`src/rtl/reg_datos_pack.sv`:
```
// Byte-to-word packer: NSRC prioritised byte sources shift into a W-bit assembly
// register; finished words queue in a DEPTH-entry buffer drained by valid/ready.
// Optional macro REG_DATOS_PARITY_EN adds a stored even-parity bit (word_par) per word.
module reg_datos_pack #(
    parameter int DATA_W = 8,
    parameter int NSRC   = 2,
    parameter int BYTES  = 4,
    parameter int DEPTH  = 4,
    localparam int W     = DATA_W * BYTES,
    localparam int CW    = (BYTES > 1) ? $clog2(BYTES) : 1,
    localparam int AW    = (DEPTH > 1) ? $clog2(DEPTH) : 1,
    localparam int NW    = AW + 1
) (
    input  logic                     clk,
    input  logic                     rst,
    input  logic [NSRC-1:0]          wr_en,
    input  logic [NSRC*DATA_W-1:0]   i_data,
    input  logic                     flush,
    output logic [W-1:0]             outD,
    output logic [CW-1:0]            byte_cnt,
    output logic [W-1:0]             word_data,
    output logic                     word_valid,
    input  logic                     word_ready,
    output logic                     full,
    output logic                     ovf
`ifdef REG_DATOS_PARITY_EN
    ,
    output logic                     word_par
`endif
);

    function automatic logic even_parity(input logic [W-1:0] value);
        return ^value;
    endfunction

    logic [W-1:0]        mem_r [DEPTH];
    logic [AW-1:0]       rd_ptr_r;
    logic [AW-1:0]       wr_ptr_r;
    logic [NW-1:0]       count_r;
    logic [W-1:0]        outd_r;
    logic [CW-1:0]       byte_cnt_r;
    logic [W-1:0]        word_data_r;
    logic                word_valid_r;
    logic                full_r;
    logic                ovf_r;
`ifdef REG_DATOS_PARITY_EN
    logic                par_mem_r [DEPTH];
    logic                word_par_r;
    logic                head_par_s;
    logic                push_par_s;
`endif

    logic                wr_req_s;
    logic [DATA_W-1:0]   sel_byte_s;
    logic [W-1:0]        shifted_s;
    logic                pop_s;
    logic                space_s;
    logic                last_s;
    logic                push_s;
    logic [W-1:0]        push_data_s;
    logic [W-1:0]        outd_next_s;
    logic [CW-1:0]       cnt_next_s;
    logic                ovf_set_s;
    logic [NW-1:0]       count_next_s;
    logic [NW-1:0]       remain_s;
    logic [AW-1:0]       rd_next_s;
    logic [AW-1:0]       wr_next_s;
    logic [W-1:0]        head_next_s;

    // Lowest-index requesting source wins; the loop runs high-to-low so it overrides last.
    always_comb begin
        sel_byte_s = '0;
        for (int k = NSRC - 1; k >= 0; k--) begin
            if (wr_en[k]) begin
                sel_byte_s = i_data[k*DATA_W +: DATA_W];
            end else begin
                sel_byte_s = sel_byte_s;
            end
        end
    end

    assign wr_req_s = |wr_en;

    // A new word always starts from a cleared register, so the first byte zero-extends.
    always_comb begin
        if (byte_cnt_r == '0) begin
            shifted_s = W'(sel_byte_s);
        end else begin
            shifted_s = {outd_r[W-DATA_W-1:0], sel_byte_s};
        end
    end

    assign pop_s   = word_valid_r & word_ready;
    assign space_s = (count_r < NW'(DEPTH)) | pop_s;
    assign last_s  = (byte_cnt_r == CW'(BYTES - 1));

    // Assembly control: flush beats a write; a byte arriving with a flush is always lost.
    always_comb begin
        push_s      = 1'b0;
        push_data_s = outd_r;
        outd_next_s = outd_r;
        cnt_next_s  = byte_cnt_r;
        ovf_set_s   = 1'b0;
        if (flush) begin
            if (byte_cnt_r != '0) begin
                if (space_s) begin
                    push_s      = 1'b1;
                    push_data_s = outd_r;
                    outd_next_s = '0;
                    cnt_next_s  = '0;
                end else begin
                    ovf_set_s = 1'b1;
                end
            end else begin
                outd_next_s = outd_r;
            end
            if (wr_req_s) begin
                ovf_set_s = 1'b1;
            end else begin
                ovf_set_s = ovf_set_s;
            end
        end else if (wr_req_s) begin
            if (last_s) begin
                if (space_s) begin
                    push_s      = 1'b1;
                    push_data_s = shifted_s;
                    outd_next_s = shifted_s;
                    cnt_next_s  = '0;
                end else begin
                    ovf_set_s = 1'b1;
                end
            end else begin
                outd_next_s = shifted_s;
                cnt_next_s  = byte_cnt_r + CW'(1);
            end
        end else begin
            outd_next_s = outd_r;
        end
    end

    // Buffer bookkeeping and next head value, including a push into an emptied buffer.
    always_comb begin
        rd_next_s = rd_ptr_r + AW'(pop_s);
        wr_next_s = wr_ptr_r + AW'(push_s);
        remain_s  = count_r - NW'(pop_s);
        case ({push_s, pop_s})
            2'b10:   count_next_s = count_r + NW'(1);
            2'b01:   count_next_s = count_r - NW'(1);
            default: count_next_s = count_r;
        endcase
        if (count_next_s == '0) begin
            head_next_s = '0;
        end else if (remain_s == '0) begin
            head_next_s = push_data_s;
        end else begin
            head_next_s = mem_r[rd_next_s];
        end
    end

`ifdef REG_DATOS_PARITY_EN
    // Parity travels with each entry so the head bit needs no recomputation.
    always_comb begin
        push_par_s = even_parity(push_data_s);
        if (count_next_s == '0) begin
            head_par_s = 1'b0;
        end else if (remain_s == '0) begin
            head_par_s = push_par_s;
        end else begin
            head_par_s = par_mem_r[rd_next_s];
        end
    end

    // Parity storage and registered head parity.
    always_ff @(posedge clk) begin
        if (!rst) begin
            for (int i = 0; i < DEPTH; i++) begin
                par_mem_r[i] <= 1'b0;
            end
            word_par_r <= 1'b0;
        end else begin
            if (push_s) begin
                par_mem_r[wr_ptr_r] <= push_par_s;
            end
            word_par_r <= head_par_s;
        end
    end

    assign word_par = word_par_r;
`endif

    // Main state: assembly register, buffer storage, pointers and status flags.
    always_ff @(posedge clk) begin
        if (!rst) begin
            for (int i = 0; i < DEPTH; i++) begin
                mem_r[i] <= '0;
            end
            rd_ptr_r     <= '0;
            wr_ptr_r     <= '0;
            count_r      <= '0;
            outd_r       <= '0;
            byte_cnt_r   <= '0;
            word_data_r  <= '0;
            word_valid_r <= 1'b0;
            full_r       <= 1'b0;
            ovf_r        <= 1'b0;
        end else begin
            if (push_s) begin
                mem_r[wr_ptr_r] <= push_data_s;
            end
            rd_ptr_r     <= rd_next_s;
            wr_ptr_r     <= wr_next_s;
            count_r      <= count_next_s;
            outd_r       <= outd_next_s;
            byte_cnt_r   <= cnt_next_s;
            word_data_r  <= head_next_s;
            word_valid_r <= (count_next_s != '0);
            full_r       <= (count_next_s == NW'(DEPTH));
            ovf_r        <= ovf_r | ovf_set_s;
        end
    end

    assign outD       = outd_r;
    assign byte_cnt   = byte_cnt_r;
    assign word_data  = word_data_r;
    assign word_valid = word_valid_r;
    assign full       = full_r;
    assign ovf        = ovf_r;

endmodule

```
`config.mk`:
```
export PLATFORM = sky130hd
export DESIGN_NAME = reg_datos_pack
export DESIGN_NICKNAME = d
export VERILOG_FILES = /design/src/rtl/reg_datos_pack.sv
export SDC_FILE = /design/constraint.sdc
export NUM_CORES = 1
export LEC_CHECK = 0
export BUFFER_PORTS_ARGS = -buffer_cell sky130_fd_sc_hd__buf_4
export CORE_MARGIN = 10
export CORE_UTILIZATION = 55
export DETAILED_ROUTE_END_ITERATION = 10
export GPL_ROUTABILITY_DRIVEN = 0
export PLACE_DENSITY = 0.81
export SETUP_SLACK_MARGIN = 0.15
export SLEW_MARGIN = 0
export SYNTH_ARGS = -nofsm -noshare
export SYNTH_HDL_FRONTEND = slang
export SYNTH_SLANG_ARGS = --single-unit
export TNS_END_PERCENT = 10
```
`constraint.sdc`:
```
create_clock -name clk -period 5.5 [get_ports clk]
set_clock_uncertainty 0.15 [all_clocks]
set_input_delay 1.1 -clock clk [delete_from_list [all_inputs] [get_ports clk]]
set_output_delay 1.1 -clock clk [all_outputs]
set_load 0.01 [all_outputs]
```
# Word-level counts from Yosys, hierarchy flattened

Memories as Yosys holds them, arrays and structs flattened.
Index checks and enable logic that the tools add are counted.

Register bits: 76
Memory bits (writable): 128
Input bits: 22
Output and inout bits: 69
Logic and storage cells: 75
Memories kept: 1

Add/sub/neg operators: 6
Magnitude comparators: 1
Equality and inequality tests: 6
Mux-type cells: 37
Bitwise gates (word level): 4
Reduce and logical (&&, ||, !) cells: 11

Memories:

| name  | depth | width | rd ports | clocked after Yosys merged registers in | write ports | line | RTL |
|---|---|---|---|---|---|---|---|
| mem_r | 4     | 32    | 1        | 0                                       | 4           | 36   | `logic [W-1:0] mem_r [DEPTH];` |

Operator list:

| operator                                                              | number |
|---|---|
| 32-bit two-way mux                                                    | 12 |
| 32-bit OR reduction                                                   | 1 |
| 1-bit two-way mux                                                     | 16 |
| 8-bit two-way mux                                                     | 2 |
| 2-bit two-way mux                                                     | 6 |
| 3-bit logical NOT                                                     | 2 |
| 3-bit one-hot mux with 2 select lines                                 | 1 |
| 2-bit by 1-bit adder with 2-bit output                                | 2 |
| 2-bit equality test, second input constant                            | 2 |
| 2-bit by 1-bit != test with 1-bit output, second input constant       | 2 |
| 2-bit nonzero test                                                    | 2 |
| 2-bit OR reduction                                                    | 2 |
| 3-bit by 1-bit adder with 3-bit output, second input constant         | 1 |
| 3-bit equality test, second input constant                            | 1 |
| 3-bit < comparator, second input constant                             | 1 |
| 3-bit AND reduction                                                   | 1 |
| 3-bit nonzero test                                                    | 1 |
| 3-bit by 1-bit subtractor with 3-bit output                           | 1 |
| 3-bit by 1-bit subtractor with 3-bit output, second input constant    | 1 |
| 2-bit by 1-bit adder with 2-bit output, second input constant         | 1 |
| 2-bit by 1-bit equality test with 1-bit output, second input constant | 1 |
| 2-bit logical NOT                                                     | 1 |
| 1-bit bitwise OR                                                      | 2 |
| 2-bit AND reduction                                                   | 1 |
| other kinds (2)                                                       | 2 |

# Logic depth before layout (Yosys ltp)

Gate-level depths: netlist of run 1.

Word-level depth: 11
Gate-level depth with buffers: 12
Mapped depth without buffers: 11

# Worst setup path before layout of run 1

OpenSTA, ideal clock, no wires.

Path type: input to register
From: input flush
To: memory mem_r[0][0] (netlist bit), enable pin
Setup time: 0.466 ns
Arrival: 4.152 ns
Required time: 4.884 ns
Setup slack: 0.732 ns
Stages on the path: 5
Buffers on the path: 1
Path through: o21ba_2 a21o_2 nand4b_1 buf_2 o21ai_0

RTL lines:

| element     | line | RTL |
|---|---|---|
| from (decl) | 18   | `input logic flush,` |
| to (decl)   | 36   |  |

# Worst setup path in the final report of run 1

From: register byte_cnt_r[0], in the netlist byte_cnt[0]
To: register word_data_r[2], in the netlist word_data[2]

Word-level cells in the longest chain between the ends: 8
Elaborated cells between the ends (all ways): 15
Classes of those cells: eq/ne (3); mux (9); reduce/logical (3)

RTL lines:

| element                                                                                      | line | RTL |
|---|---|---|
| from (decl)                                                                                  | 41   | `logic [CW-1:0] byte_cnt_r;` |
| from (signal assigned)                                                                       | 214  | `byte_cnt_r <= cnt_next_s;` |
| 2-bit equality test                                                                          | 95   | `assign last_s = (byte_cnt_r == CW'(BYTES - 1));` |
| 1-bit two-way mux                                                                            | 123  | `if (last_s) begin` |
| 1-bit two-way mux                                                                            | 122  | `end else if (wr_req_s) begin` |
| 1-bit two-way mux                                                                            | 104  | `if (flush) begin` |
| 2-bit by 1-bit equality test with 1-bit output / 2-bit equality test (equally long branches) | 146  | `case ({push_s, pop_s})` |
| 3-bit one-hot mux with 2 select lines                                                        | 146  |  |
| 3-bit logical NOT                                                                            | 151  | `if (count_next_s == '0) begin` |
| 2-bit OR reduction (no line)                                                                 | -    |  |
| to (signal assigned)                                                                         | 215  | `word_data_r <= head_next_s;` |
| to (decl)                                                                                    | 42   | `logic [W-1:0] word_data_r;` |

Several ways; a longest one is shown, not always the timed one.
A chain may end at the register's enable or synchronous reset.

==> results of run 1 <==
[power by group through the flow]
stage / Sequential (W) / Clock (W) / Combinational [W]
floorplan: 0.00179 / 0 / 0.000429
global placement: 0.00178 / 0 / 0.000635
detailed placement: 0.00178 / 0 / 0.000655
CTS: 0.00175 / 0.00126 / 0.000662
global route: 0.00176 / 0.00132 / 0.000702
finish: 0.00175 / 0.00125 / 0.000658
[worst max-delay path: cells and delay by family, from the launching register on]
kind / cells / cell delay [ps]
AO/OA/AOI/OAI: 4 / 800
XOR/XNOR: 1 / 170
adder cells (fa/ha/maj): 3 / 1200
buffers and inverters: 2 / 620
flip-flops: 1 / 400
AND/OR/NAND/NOR: 2 / 500
[cells in the final DEF, fill, tap and decap left out, types with 8 or more instances in the layout]
cell type  count
o21a_1         8
edfxtp_1     128
nand2_1       27
nand3_1       11
nor3_1        55
buf_4        100
mux2i_2       25
nor2_1        65
a21boi_0      11
nor3_2        12
mux2i_1       67
nor2b_1       33
dfxtp_1       76
clkbuf_16     21
a211oi_2      29
a22o_1        60
[final cells by class]
cell class	count	area, um2
Inverter	6	22.5
Sequential cell	204	5370
Tap cell	220	275
Clock inverter	9	41.3
Clock buffer	28	552
Fill cell	1207	5940
Multi-Input combinational cell	462	3690
Timing Repair Buffer	100	751
[worst paths after layout]
check / slack [ps] / end / cells after the start
setup / recovery: 1470 / word_data[2]$_SDFF_PP0_ / 12
hold / removal: 380 / outD[26]$_SDFFE_PN0P_ / 1
setup reg to reg: 1470 / word_data[2]$_SDFF_PP0_ / 12
hold reg to reg: 380 / outD[26]$_SDFFE_PN0P_ / 1
[kinds of logic after synthesis]
| family | after synthesis |
|---|---|
| AND/OR/NAND/NOR | 219 |
| flip-flops | 204 |
| AO/OA/AOI/OAI | 135 |
| multiplexers | 97 |
| buffers and inverters | 65 |
| adder cells (fa/ha/maj) | 7 |
| XOR/XNOR | 4 |
[through the flow]
step           area, um2  hold slack [ps]  power, W  setup slack, ps
2_1_floorplan       9400              368   0.00222              732
3_3_place_gp       10100              354   0.00241             1480
3_5_place_dp       10100              374   0.00244             1350
4_1_cts            10700              388   0.00367             1480
5_1_grt            10700              412   0.00378             1180
6_report           10700              384   0.00366             1470
[flip-flops by register name (all words and copies together) (netlist names)]
register,cells
ovf,1
byte_cnt,2
word_data,32
mem_r,128
rd_ptr_r,2
word_valid,1
full,1
count_r,3
wr_ptr_r,2
outD,32
[routing by layer]
layer | part of all wire [%] | GRT usage [%] | up-vias | routed length (um)
met2 | 49 | 33.7 | 279 | 11200
met4 | 1.8 | 6.06 | 0 | 403
met5 | 0 | 0 | - | 0
met3 | 7.8 | 4.29 | 37 | 1770
li1 | - | - | 2851 | -
met1 | 41 | 25.1 | 3155 | 9350
==> flow_summary_export.csv, run 1 <==
group,metric,value,unit
pwr,p_clk_share,34.2,%
floorplanning,coreArea,0.0166,mm2
global_route,grt_usage,20.0,%
pwr,p_int,0.00265,W
critical_path,critPathMaxStageDelay,550,ps
sta,slew_headroom,20.7,%
floorplanning,chipWidth,151,um
critical_path,crit_path_start_kind,"register",
critical_path,cp.arrival,4200,ps
clocking,cts_sinks,204,
detailed_routing,ant_nets,0,
sta,slew_violations,0,
synthesis,synth_edf_count,128,
layout,stdcell_count,1029,
synthesis,synth_ff_type,"edfxtp_1",
run_status,status,"completed",
floorplanning,dieArea,0.0227,mm2
layout,nets,824,
floorplanning,start_util,56.5,%
detailed_routing,via_per_inst,6.14,
synthesis,muxShareOfSynthArea,12.0,%
placed_design,place_inst,992,
global_route,antenna_found_initial,0,
global_route,overflow,0,
clocking,cts_buffer_depth,3,
sta,max_slew.worst_pin.slew,1190,ps
clocking,clk_pin_slew,60,ps
clocking,cts-htree-levels,1,
synthesis,synthAdderAreaFrac,1.01,%
pwr,switchingPower,0.00101,W
clocking,cts_hold_buf,0,
synthesis,synthTopCellsByArea,"edfxtp_1, dfxtp_1, mux2i_1",
floorplanning,num_rows,47,
critical_path,cp_cell_sequence,"inv_1 > ha_1 > nor2b_1 > a21o_2 > nand2_1 > ha_1 > fa_1 > xnor2_1 > o21a_1 > o31ai_4 > buf_4 > a211oi_1",
sta,tns,0,ps
synthesis,ys_seq_elements,204,
synthesis,synth_warnings,0,
detailed_routing,wirelength,22700,um
clocking,cts_resized,0,
critical_path,end_kind,"register",
detailed_routing,vias,6322,
hold_path,min-delay-start,"outD[26]$_SDFFE_PN0P_",
hold_path,hold_class,"reg2reg",
pwr,p_per_area,342,mW/mm2
global_route,grt_pass1_wl,35900,um
synthesis,synth_xor_area_share,0.373,%
clocking,cts-buffers-inserted,21,
critical_path,required,5670,ps
synthesis,postSynthAreaPerCell,12.9,um2
synthesis,synth_common_cells,"edfxtp_1, dfxtp_1, mux2i_1, nor2_1, a22o_1",
detailed_routing,drtIter0Drc,594,
global_route,grt_max_degree,66,
detailed_routing,drc,0,
critical_path,crit_fanout,33,
synthesis,synth_most_common_cell,"edfxtp_1",
synthesis,netlist_area,0.00940,mm2
clocking,clk_latency,490,ps
clocking,root_buffer,"clkbuf_16",
sta,final.min_clock_period,4030,ps
clocking,cts_tree,"yes",
pwr,leakage,3.63,nW
critical_path,crit_path_frequent_cell,"ha_1",
sta,rsz0062_at_grt,"no",
sta,fmax,248,MHz
pwr,sw_frac_of_total,27.6,%
synthesis,synth_area_leader_cell,"edfxtp_1",
run,max-cap-violations,0,
placed_design,dp_hpwl,13800,um
floorplanning,die_h,151,um
pwr,ir_drop,0.000178,V
layout,area_delta_synth_final,13.8,%
synthesis,synth_top_family_by_area,"compound AO/OA/AOI/OAI gates",
synthesis,syn_nets,760,
synthesis,ys_seq_area_share,57.1,%
sta,setup_viol,0,
critical_path,crit_slowest_cell,"buf_4",
layout,antennaDiodeCount,0,
pwr,combPwrFrac,18.0,%
synthesis,synth_compound_area_share,13.3,%
critical_path,r2r_start,"byte_cnt[0]$_SDFFE_PN0P_",
sta,fin_crit_sh,73.3,%
synthesis,synth-simple-area-share,12.0,%
layout,utilization,64.3,%
detailed_routing,drtPass1Iterations,5,
floorplanning,ios,91,
critical_path,worst-setup-path-type,"reg2reg",
sta,hold_violations,0,
synthesis,ys_types,52,
layout,drive_gt1_share,26.5,%
placed_design,portBuffers,90,
detailed_routing,wire_per_inst,22.1,um
synthesis,synthArstFlopShare,0,%
clocking,cts_setup_buffers,0,
pwr,seq_power_share,47.8,%
synthesis,syn_inst,731,
synthesis,synth_top_area_share,40.9,%
global_route,grt_pass1_vias,6528,
critical_path,crit_path_start,"byte_cnt[0]$_SDFFE_PN0P_",
Power figures use the tool's default switching activity.
==> run 2: changes to the inputs <==
- ABC_AREA: not set -> 1
- CORE_UTILIZATION: 55 -> 54
- PLACE_DENSITY: 0.81 -> 0.82
- clock period: 5.5 -> 3.6 ns (I/O delays scaled with it)
==> run 2 against run 1 <==
Effect of this change:
- power rose by 92%
- utilization fell by 1.1 points
- wire length rose by 20%
- critical path depth rose by 6
- sequential share of layout area fell by 4.9 points
- flip-flop and latch count did not move
- setup slack got worse by 1000 ps
- die area rose by 11%
- worst hold slack got worse by 24 ps
- largest power group unchanged
- non-clock buffer count rose by 14
==> flow_summary_export.csv, run 2 <==
group,metric,value,unit
layout,largest_reg_flops,128,
floorplanning,die_h,159,um
floorplanning,dieArea,0.0251,mm2
hold_path,hold_class,"reg2reg",
synthesis,synth_area_leader_cell,"edfxtp_1",
floorplanning,ios,91,
floorplanning,chipWidth,159,um
global_route,grt_usage,21.7,%
layout,multi_input_area,0.00392,mm2
placed_design,portBuffers,90,
critical_path,cp_cell_sequence,"ha_1 > inv_6 > a21oi_4 > nand2_2 > nand2_4 > inv_1 > ha_1 > fa_1 > inv_1 > nand2_1 > nand3_1 > nand2_1 > nand2_1 > nand2_1 > nand2_2 > buf_4 > nand2_1 > nor2_1",
clocking,cts_tree,"yes",
global_route,overflow,0,
critical_path,r2r_start,"byte_cnt[0]$_SDFFE_PN0P_",
detailed_routing,drtPass1Iterations,6,
clocking,cts_resized,0,
layout,final_cell_mix,"nand2_1, nor2_1, nand3_1",
sta,slew_violations,0,
critical_path,cp.arrival,3420,ps
global_route,grt_max_degree,57,
clocking,clk_latency,500,ps
floorplanning,start_util,55.2,%
layout,nets,1465,
critical_path,rrSetupSlack,470,ps
detailed_routing,vias,9067,
detailed_routing,ant_nets,0,
clocking,cts_sinks,204,
layout,nFillCells,1581,
sta,max_slew.worst_pin.slew,693,ps
clocking,root_buffer,"clkbuf_16",
sta,rsz0062_at_grt,"no",
pwr,leakage,5.33,nW
critical_path,worst-setup-path-type,"reg2reg",
critical_path,r2r_cells,18,
global_route,grt_pass1_wl,43600,um
layout,drive_gt1_share,12.1,%
critical_path,required,3890,ps
critical_path,end_kind,"register",
clocking,clk_pin_slew,60,ps
sta,slew_headroom,53.7,%
floorplanning,num_rows,50,
sta,fmax,319,MHz
synthesis,synth_warnings,0,
synthesis,synth_common_cells,"nand2_1, nor2_1, nand3_1, inv_1, edfxtp_1",
synthesis,synth_top_area_share,37.1,%
clocking,cts_buffer_depth,3,
detailed_routing,drc,0,
sta,fin_crit_sh,87.1,%
run_status,status,"completed",
synthesis,ys_seq_elements,204,
hold_path,min-delay-start,"outD[18]$_SDFFE_PN0P_",
hold_path,holdPathStages,2,
layout,area_delta_synth_final,14.4,%
sta,hold_violations,0,
sta,tns,0,ps
synthesis,ys_types,30,
clocking,cts-htree-levels,1,
floorplanning,coreArea,0.0188,mm2
pwr,p_per_area,594,mW/mm2
run,max-cap-violations,0,
pwr,power,0.00704,W
synthesis,synth_edf_count,128,
detailed_routing,via_per_inst,5.38,
layout,regMostFlops,"mem_r",
critical_path,critPathMaxStageDelay,390,ps
pwr,ir_drop,0.000386,V
hold_path,hold_path_end,"outD[18]$_SDFFE_PN0P_",
sta,final.min_clock_period,3130,ps
critical_path,crit_fanout,19,
synthesis,synth_most_common_cell,"nand2_1",
layout,antennaDiodeCount,0,
synthesis,netlist_area,0.0104,mm2
clocking,cts_setup_buffers,0,
clocking,cts_hold_buf,0,
critical_path,path_delay_family,"simple AND/OR/NAND/NOR gates",
synthesis,synthTopCellsByArea,"edfxtp_1, nand2_1, dfxtp_1",
global_route,grt_pass1_vias,8801,
synthesis,synthArstFlopShare,0,%
layout,final_common_cell,"nand2_1",
critical_path,path_buf_inv,4,
critical_path,crit_path_frequent_cell,"nand2_1",
synthesis,syn_inst,1371,
placed_design,dp_hpwl,17200,um
detailed_routing,drtIter0Drc,815,
synthesis,syn_nets,1400,
detailed_routing,wirelength,27400,um
critical_path,r2r_end,"word_data[4]$_SDFF_PP0_",
detailed_routing,wire_per_inst,16.2,um
clocking,cts-buffers-inserted,23,
layout,ff_latch_area,0.00537,mm2
synthesis,synth_ff_type,"edfxtp_1",
sta,setup_viol,0,
critical_path,crit_slowest_cell,"dfxtp_1",
global_route,antenna_found_initial,0,
synthesis,ys_seq_area_share,51.8,%
synthesis,postSynthAreaPerCell,7.56,um2
critical_path,crit_path_start_kind,"register",
-- run 2: changes by cell type in the layout (fill, tap and decap cells not counted), moves of 33 or more --
cell / change
mux2i_1: -67
nor2b_1: -33
a22o_1: -60
nand3_1: +151
inv_1: +155
a21oi_1: +37
nor3_1: -55
nand2_1: +449
nor2_1: +130
-- run 2: cells by family after synthesis --
kind of cell	after synthesis	synth area share, %
flip-flops	204	51.8
AND/OR/NAND/NOR	847	33.5
buffers and inverters	251	10.6
XOR/XNOR	2	0.169
adder cells (fa/ha/maj)	7	0.917
AO/OA/AOI/OAI	60	3.05
-- run 2: worst reg2reg max path, stage by stage, from the launching register on --
cell and delay, ps:
dfxtp_1 390, ha_1 280, inv_6 90, a21oi_4 130, nand2_2 70, nand2_4 140, inv_1 60, ha_1 230
fa_1 390, inv_1 60, nand2_1 70, nand3_1 70, nand2_1 50, nand2_1 60, nand2_1 90, nand2_2 210
buf_4 320, nand2_1 90, nor2_1 120
-- run 2: stage by stage --
stage                     cells  utilization [%]  cell area, um2  hold WS [ps]  setup slack, ps
final                      1685             63.2           11900           360              465
after global routing       1685             63.2           11900           382              167
after CTS                  1685             63.2           11900           348              462
after detailed placement   1645             59.3           11100           337              252
after global placement     1645             59.3           11100           345              324
after floorplan            1371                -           10400           358              629
-- run 2: area by class of cell --
class	instances	share of cell area (%)
Tap cell	234	2.47
Inverter	177	5.66
Timing Repair Buffer	114	7.43
Clock inverter	8	0.771
Sequential cell	204	45.3
Clock buffer	32	5.31
Multi-Input combinational cell	916	33.1
-- run 2: where the power goes --
group          internal, W  switching, W
combinational     0.000670       0.00128
sequential         0.00272      0.000113
clock              0.00136      0.000904
total              0.00475       0.00230
-- run 2: worst max path at each step --
| stage | slack [ps] | from | cells past startpoint | to |
|---|---|---|---|---|
| global placement | 320 | word_ready | 18 | word_data[6]$_SDFF_PP0_ |
| global route | 170 | byte_cnt[0]$_SDFFE_PN0P_ | 18 | word_data[4]$_SDFF_PP0_ |
| detailed placement | 250 | wr_en[1] | 15 | word_data[12]$_SDFF_PP0_ |
| finish | 470 | byte_cnt[0]$_SDFFE_PN0P_ | 18 | word_data[4]$_SDFF_PP0_ |
| floorplan | 630 | wr_en[1] | 15 | word_data[31]$_SDFF_PP0_ |
| CTS | 460 | byte_cnt[0]$_SDFFE_PN0P_ | 18 | word_data[4]$_SDFF_PP0_ |
-- run 2: layer usage --
layer | part of all wire (%) | vias to the layer above | GRT usage, %
li1 | - | 4403 | -
met1 | 40 | 4127 | 27.5
met2 | 47 | 477 | 35.6
met3 | 11 | 60 | 4.43
met4 | 2.6 | 0 | 9.09
met5 | 0 | - | 0
